===== src/rtl/instr_encoder.sv =====
// Program writer for the 8-bit control ISA: encodes one symbolic operation per
// valid/ready handshake and writes the word into instruction memory sequentially.
// Latency: one registered write strobe in the cycle after acceptance. With
// BRANCH_PAD_EN, a branch also writes PAD_WORD in the cycle after that.
// Backpressure: op_ready_o is high only in IDLE, and never in a cycle where
// reset_i or clear_i is asserted.
//
// Optional feature macro: BRANCH_PAD_EN
//   defined   : BRF/BRB occupy two slots, the branch word followed by PAD_WORD
//   undefined : branches occupy one slot, with no PAD cycle
//
// Ports:
//   clk_i, reset_i (sync, active high), clear_i (sync restart, same effect as reset)
//   op_valid_i/op_ready_o handshake; op_code_i, rd_i, rs_i, imm_i operation fields
//   imem_we_o/imem_addr_o/imem_data_o instruction memory write port (registered)
//   count_o words written; done_o sticky after HALT; err_o sticky on illegal/overflow
module instr_encoder #(
    parameter int          ADDR_W   = 8,
    parameter logic [7:0]  PAD_WORD = 8'h00
) (
    input  logic              clk_i,
    input  logic              reset_i,
    input  logic              clear_i,
    input  logic              op_valid_i,
    output logic              op_ready_o,
    input  logic [3:0]        op_code_i,
    input  logic [2:0]        rd_i,
    input  logic [2:0]        rs_i,
    input  logic [7:0]        imm_i,
    output logic              imem_we_o,
    output logic [ADDR_W-1:0] imem_addr_o,
    output logic [7:0]        imem_data_o,
    output logic [ADDR_W:0]   count_o,
    output logic              done_o,
    output logic              err_o
);

`ifdef BRANCH_PAD_EN
    localparam bit PAD_EN = 1'b1;
`else
    localparam bit PAD_EN = 1'b0;
`endif

    localparam logic [ADDR_W+1:0] CAPACITY = (ADDR_W+2)'(2**ADDR_W);

    typedef enum logic [1:0] {IDLE, PAD, DONE, ERR} state_t;

    state_t            state_q;
    logic [7:0]        enc_word;
    logic              illegal;
    logic              is_branch;
    logic              is_halt;
    logic [1:0]        need;
    logic [ADDR_W+1:0] need_total;
    logic              accept;

    // Ready drops combinationally while reset/clear is high so a
    // simultaneous op is never taken.
    assign op_ready_o = (state_q == IDLE) & ~reset_i & ~clear_i;
    assign accept     = op_valid_i & op_ready_o;

    always_comb begin
        enc_word  = 8'h00;
        illegal   = 1'b0;
        is_branch = 1'b0;
        is_halt   = 1'b0;
        case (op_code_i)
            4'd0:  enc_word = {2'b00, rd_i, rs_i};
            4'd1:  enc_word = {2'b01, rd_i, rs_i};
            4'd2: begin
                enc_word = {3'b110, imm_i[4:0]};
                illegal  = (imm_i > 8'd31);
            end
            4'd3:  enc_word = {5'b11100, rs_i};
            4'd4:  enc_word = {5'b11101, rs_i};
            4'd5: begin
                enc_word  = {5'b11110, rs_i};
                is_branch = 1'b1;
            end
            4'd6:  enc_word = {5'b11111, rs_i};
            4'd7:  enc_word = 8'b1000_0000;
            4'd8: begin
                enc_word = 8'b1000_1000;
                is_halt  = 1'b1;
            end
            4'd9:  enc_word = {5'b10010, rs_i};
            4'd10: enc_word = {5'b10011, rs_i};
            4'd11: enc_word = {5'b10100, rs_i};
            4'd12: enc_word = {5'b10101, rs_i};
            4'd13: begin
                enc_word  = {5'b10110, rs_i};
                is_branch = 1'b1;
            end
            4'd14: enc_word = {5'b10111, rs_i};
            default: illegal = 1'b1;
        endcase
    end

    // Slots the op needs; checked against remaining capacity so the pointer
    // can reach the last address but never wraps.
    assign need       = (PAD_EN && is_branch) ? 2'd2 : 2'd1;
    assign need_total = {1'b0, count_o} + {{ADDR_W{1'b0}}, need};

    always_ff @(posedge clk_i) begin
        if (reset_i || clear_i) begin
            state_q     <= IDLE;
            imem_we_o   <= 1'b0;
            imem_addr_o <= '0;
            imem_data_o <= 8'h00;
            count_o     <= '0;
            done_o      <= 1'b0;
            err_o       <= 1'b0;
        end else begin
            imem_we_o <= 1'b0;
            case (state_q)
                IDLE: begin
                    if (accept) begin
                        if (illegal || (need_total > CAPACITY)) begin
                            err_o   <= 1'b1;
                            state_q <= ERR;
                        end else begin
                            imem_we_o   <= 1'b1;
                            imem_addr_o <= count_o[ADDR_W-1:0];
                            imem_data_o <= enc_word;
                            count_o     <= count_o + (ADDR_W+1)'(1);
                            if (is_halt) begin
                                done_o  <= 1'b1;
                                state_q <= DONE;
                            end else if (PAD_EN && is_branch) begin
                                state_q <= PAD;
                            end
                        end
                    end
                end
                PAD: begin
                    // Slot squashed by the decoder after a taken branch.
                    imem_we_o   <= 1'b1;
                    imem_addr_o <= count_o[ADDR_W-1:0];
                    imem_data_o <= PAD_WORD;
                    count_o     <= count_o + (ADDR_W+1)'(1);
                    state_q     <= IDLE;
                end
                default: ; // DONE and ERR hold until reset/clear
            endcase
        end
    end

endmodule


===== config.mk =====
export PLATFORM = sky130hd
export DESIGN_NAME = instr_encoder
export DESIGN_NICKNAME = d
export VERILOG_FILES = /design/src/rtl/instr_encoder.sv
export SDC_FILE = /design/constraint.sdc
export NUM_CORES = 1
export LEC_CHECK = 0
export BUFFER_PORTS_ARGS = -buffer_cell sky130_fd_sc_hd__buf_4
export CORE_ASPECT_RATIO = 0.7
export CORE_MARGIN = 1
export CORE_UTILIZATION = 30
export DETAILED_ROUTE_END_ITERATION = 12
export MAX_ROUTING_LAYER = met4
export PLACE_DENSITY_LB_ADDON = 0.2
export SYNTH_ARGS = -nofsm -noshare
export SYNTH_HDL_FRONTEND = slang
export SYNTH_SLANG_ARGS = --single-unit
export TNS_END_PERCENT = 100

===== constraint.sdc =====
create_clock -name clk_i -period 2.1 [get_ports clk_i]
set_input_delay 0.63 -clock clk_i [delete_from_list [all_inputs] [get_ports clk_i]]
set_output_delay 0.63 -clock clk_i [all_outputs]
set_load 0.05 [all_outputs]

==> flow_summary.yaml, run 1 <==
detailed_routing:
  routed-via-count: 1919
  first_iter_violations: 108
  ant_nets: 0
  dr.pass1.iters: 4
  wl_microns: 5390
  vias_per_cell: 5.20
  drc: 0
  wl_per_cell_microns: 14.6
synth:
  synth_ff_type: "dfxtp_1"
  synth-edff-count: 0
  synth_nets: 237
  yosysSeqAreaShare: 0.340
  async_flop_share: 0
  netlist_area_sq_mm: 0.00177
  yosysUniqueCellTypes: 50
  yosys_register_bits: 30
  yosys_warnings: 0
  syn_avg_cell_area_sq_um: 8.29
  synthCells: 213
placed_design:
  placed_area_sq_mm: 0.00240
  io_buffers: 50
  dp.cells: 354
  post-place-ws_ps: -188
  globalplace.congestion: 0.834
  hpwl_microns: 3930
final_layout:
  layout-drive-gt1-share: 0.461
  nets: 320
  final_cells: 369
  area.sequential_sq_um: 607
  finalInstanceArea_sq_mm: 0.00266
  n_fill_cell: 547
  antennaDiodeCount: 0
  area_delta_synth_final_pct: 50.8
  layout_common_cells: "90 x buf_4, 26 x nand2_1, 25 x dfxtp_1"
  final_common_cell: "buf_4"
  multiInputGateArea_sq_mm: 0.00115
grt:
  grt_first_pass_wirelength_microns: 8660
  gr-total-overflow: 0
  antenna_found_initial: 0
  grt_usage: 0.185
  grt_pass1_vias: 1763
  grt_max_degree: 16
floorplan:
  num_io_pins: 51
  rows: 22
  die_w_microns: 93.7
  dieArea_sq_mm: 0.00620
  coreArea_sq_mm: 0.00545
  start_util: 0.324
  die_h_microns: 66.2
pwr:
  sw_frac_of_total: 0.259
  switchingPower_uw: 325
  power_density_mw_per_mm2: 471
  power.share.clock: 0.385
  intPower_uw: 930
  p_leak_uw: 0.00115
  p_comb_frac: 0.156
  pwr-share-seq: 0.459
  ir_worst_vdd_mv: 0.270
  finalPower_uw: 1260
timing:
  rsz0062_at_grt: "true"
  tightest_slew_ps: 576
  setup_violations: 0
  finClkSkew_ps: 3.19
  worst_hold_slack_ps: 460
  hold_viol_final: 0
  maxSlewHeadroom: 0.612
  timing.fmax_mhz: 478
  setup_ws_ps: 9.16
  slew_viol_final: 0
  post-route-min-period_ps: 2090
  fin_crit_sh: 0.996
clock_tree:
  cts.sinks: 30
  cts_tree: "done"
  htree_num_levels: 2
  clk_latency_ps: 280
  cts_hold_buffers: 0
  cts_buffer_depth: 2
  cts.clk_slew.worst_paths_ps: 60
  cts_root_buf: "clkbuf_8"
  cts_buffers: 5
setup_path:
  critical_path.top_delay_family: "compound AO/OA/AOI/OAI gates"
  cp_max_fo: 6
  slowest_delay_ps: 420
  worstPathCellList: "ha_2 > buf_4 > nand3_1 > a211oi_2 > o22ai_2 > o211a_4 > or4_4 > a21oi_2"
  end_kind: "flip-flop"
  crit_arrival_ps: 2300
  slowest_stage: "or4_4"
  cp.required_ps: 2310
  critPathBufInv: 1
  cp-start-kind: "flip-flop"
  path_class: "reg -> reg"
outcome:
  outcome: "complete, no violations"
flow_run:
  maxCapViolations: 0
min_path:
  hp-class: "reg -> reg"
[final timing paths]
kind	endpoint	depth (start not counted)	start	slack (ps)
worst max register to register	count_o[6]	8	count_o[0]	9
worst max-delay path	count_o[6]	8	count_o[0]	9
worst min register to register	err_o	1	err_o	460
worst min-delay path	err_o	1	err_o	460
[flip-flops by register name, indices dropped and copies added (netlist names)]
name	cells
err_o	1
imem_we_o	1
done_o	1
imem_data_o	8
state_q	2
imem_addr_o	8
count_o	9
[cells by family after synthesis]
logic type / synth area share
AOI/OAI and AO/OA: 0.257
xor gates and xnor gates: 0.0149
adders and majority gates: 0.0142
buffers and inverters: 0.0864
DFF: 0.340
muxes: 0.0623
and+or+nand+nor: 0.225
[per-stage QoR]
stage / util / setup TNS (ps)
2_1_floorplan: - / -5390
5_1_grt: 0.489 / -215
3_5_place_dp: 0.441 / -3610
6_report: 0.489 / 0
4_1_cts: 0.461 / -41.4
3_3_place_gp: 0.441 / -3120
[layer usage]
metal,track usage,share of wire,vias up
met4,0.0462,0.0035,0
met3,0.0425,0.058,2
met1,0.259,0.51,910
li1,-,-,959
met5,-,0,-
met2,0.268,0.43,48
[power by group through the flow]
stage / Sequential (uW) / Combinational, uW / Clock [uW]
2_1_floorplan: 602 / 86.1 / 0
6_report: 576 / 195 / 484
3_3_place_gp: 589 / 186 / 0
3_5_place_dp: 589 / 187 / 0
5_1_grt: 576 / 211 / 525
4_1_cts: 576 / 188 / 499
[final cells by class]
class                   count  area share
flip-flops and latches     30       0.228
repair buffers             92       0.265
clock inverters             1     0.00188
multi-input cells         161       0.430
clock buffers               7      0.0324
inverters                   6     0.00845
well taps                  72      0.0338
[repair_timing]
action	in CTS	in global routing
setup buffers	0	6
pin swaps	1	12
resized for setup	5	21
endpoints found under the setup margin	25	28
cloned	0	1
[synth_stat cells (2+ instances only)]
master / n / share of area
dfxtp_1: 30 / 0.34
nand2_1: 26 / 0.055
a21oi_1: 16 / 0.045
mux2i_1: 11 / 0.062
nand3_1: 11 / 0.031
o21ai_0: 11 / 0.031
o211ai_1: 10 / 0.042
nor2_1: 9 / 0.019
nor3_1: 9 / 0.025
clkbuf_1: 6 / 0.013
inv_1: 6 / 0.013
nand4_1: 5 / 0.018
nor4_1: 4 / 0.014
a22o_1: 3 / 0.015
a22oi_1: 3 / 0.013
buf_2: 3 / 0.0085
buf_6: 3 / 0.019
clkbuf_8: 3 / 0.023
o31ai_1: 3 / 0.013
or3_1: 3 / 0.011
a31o_2: 2 / 0.0099
a31oi_1: 2 / 0.0071
ha_1: 2 / 0.014
o211a_1: 2 / 0.011
o22ai_1: 2 / 0.0071
or2_2: 2 / 0.0071
or4_1: 2 / 0.0085
xor2_1: 2 / 0.0099
[worst reg2reg max path, cell delays in order, from the launching register on]
cell and delay, ps:
dfxtp_2 340, ha_2 190, buf_4 140, nand3_1 140, a211oi_2 230, o22ai_2 150, o211a_4 300, or4_4 420
a21oi_2 120
No activity file was read; power rests on OpenSTA's default activity.
==> run 2: changes to the inputs <==
Clock period 2.1 ns to 2.2 ns, I/O delays scaled along.
==> run 2 against run 1 <==
Compared with the run above:
- routed wire length decreased by 7.8%
- register-to-register slack improved by 20 ps
- power decreased by 4.5%
- first-iteration DRC count decreased by 26%
- combinational power decreased by 11%
==> flow_summary.yaml, run 2 (synthesis gave the netlist of run 1 again) <==
detailed_routing:
  dr.pass1.iters: 4
  ant_nets: 0
  wl_microns: 4970
  first_iter_violations: 80
  drc: 0
  routed-via-count: 1836
  wl_per_cell_microns: 13.8
  vias_per_cell: 5.11
final_layout:
  layout_common_cells: "81 x buf_4, 27 x dfxtp_1, 26 x nand2_1"
  fin_util: 0.469
  area_delta_synth_final_pct: 44.8
  antennaDiodeCount: 0
  nets: 310
  top_register: "count_o"
  largest_reg_flops: 9
  finalInstanceArea_sq_mm: 0.00256
  area.sequential_sq_um: 604
  layout-drive-gt1-share: 0.418
  final_common_cell: "buf_4"
  reg_top3: "count_o x9, imem_addr_o x8, imem_data_o x8"
  n_fill_cell: 550
  multiInputGateArea_sq_mm: 0.00111
floorplan:
  rows: 22
  start_util: 0.324
  num_io_pins: 51
  dieArea_sq_mm: 0.00620
  die_w_microns: 93.7
  coreArea_sq_mm: 0.00545
  die_h_microns: 66.2
setup_path:
  end_kind: "flip-flop"
  critPathBufInv: 2
  cp.required_ps: 2420
  cp_max_fo: 8
  cp-start-kind: "flip-flop"
  slowest_stage: "dfxtp_2"
  path_class: "reg -> reg"
  slowest_delay_ps: 340
  crit_arrival_ps: 2390
  worstPathCellList: "buf_12 > a211o_1 > a211oi_2 > o22ai_2 > o211a_4 > buf_4 > nor4_1 > mux2i_1"
  critical_path.top_delay_family: "compound AO/OA/AOI/OAI gates"
placed_design:
  post-place-ws_ps: -107
  placed_area_sq_mm: 0.00237
  globalplace.congestion: 0.798
  hpwl_microns: 3790
  io_buffers: 50
timing:
  tightest_slew_ps: 494
  rsz0062_at_grt: "true"
  timing.fmax_mhz: 461
  maxSlewHeadroom: 0.668
  slew_viol_final: 0
  hold_viol_final: 0
  finalSetupTns_ps: 0
  finClkSkew_ps: 11.0
  post-route-min-period_ps: 2170
  setup_ws_ps: 31.5
  setup_violations: 0
  fin_crit_sh: 0.986
grt:
  antenna_found_initial: 0
  gr-total-overflow: 0
  grt_first_pass_wirelength_microns: 7990
  grt_pass1_vias: 1640
  grt_usage: 0.172
  grt_max_degree: 17
clock_tree:
  cts_root_buf: "clkbuf_8"
  cts_tree: "done"
  clk_latency_ps: 290
  cts_buffer_depth: 2
  cts_buffers: 5
  cts.clk_slew.worst_paths_ps: 70
  htree_num_levels: 2
  cts_hold_buffers: 0
  cts.sinks: 30
pwr:
  p_leak_uw: 0.00109
  finalPower_uw: 1200
  ir_worst_vdd_mv: 0.284
  power_density_mw_per_mm2: 468
outcome:
  outcome: "complete, no violations"
min_path:
  hp-class: "reg -> reg"
flow_run:
  maxCapViolations: 0
-- run 2: cell types whose count changed in the layout (fill, tap and decap cells not counted), moves of 2 or more --
cell,previous run,this run
buf_4,90,81
dfxtp_1,25,27
dfxtp_2,5,3
nand3_1,9,11
nand3_2,2,0
-- run 2: worst register-to-register path, cell delays in order, from the launching register on --
cell and delay, ps:
dfxtp_2 340, buf_12 140, a211o_1 300, a211oi_2 250, o22ai_2 160, o211a_4 270
buf_4 150, nor4_1 280, mux2i_1 220
-- run 2: area by class of cell --
type | count | area share
Timing Repair Buffer | 83 | 0.250
Clock inverter | 2 | 0.00489
Clock buffer | 6 | 0.0323
Tap cell | 72 | 0.0352
Inverter | 6 | 0.00880
Sequential cell | 30 | 0.236
Multi-Input combinational cell | 160 | 0.433
-- run 2: per-stage QoR --
stage,hold WS (ps),cells
global placement,441,349
finish,461,359
CTS,463,357
floorplan,551,213
global route,473,359
detailed placement,445,349
-- run 2: final timing paths --
| path | startpoint | end | cells past startpoint | slack [ps] |
|---|---|---|---|---|
| max | count_o[1] | count_o[7] | 8 | 30 |
| min | err_o | err_o | 1 | 460 |
| max reg2reg | count_o[1] | count_o[7] | 8 | 30 |
| min reg2reg | err_o | err_o | 1 | 460 |
-- run 2: routing by layer --
| metal | GRT usage | up-vias | wire, microns |
|---|---|---|---|
| met5 | - | - | 0 |
| met4 | 0.0404 | 0 | 40 |
| met3 | 0.0425 | 5 | 214 |
| met2 | 0.226 | 33 | 2020 |
| met1 | 0.256 | 863 | 2690 |
| li1 | - | 935 | - |
-- run 2: repair_timing --
action,in CTS,in global routing
hold endpoints to repair,0,0
resized for setup,1,16
setup endpoints to repair,7,29
setup buffers,0,2
pin swaps,0,4
-- run 2: power by group --
group / leakage (uW) / internal (uW) / switching, uW
sequential: 0.000243 / 547 / 2.89
clock: 0.0000472 / 251 / 224
combinational: 0.000799 / 80.6 / 92.5
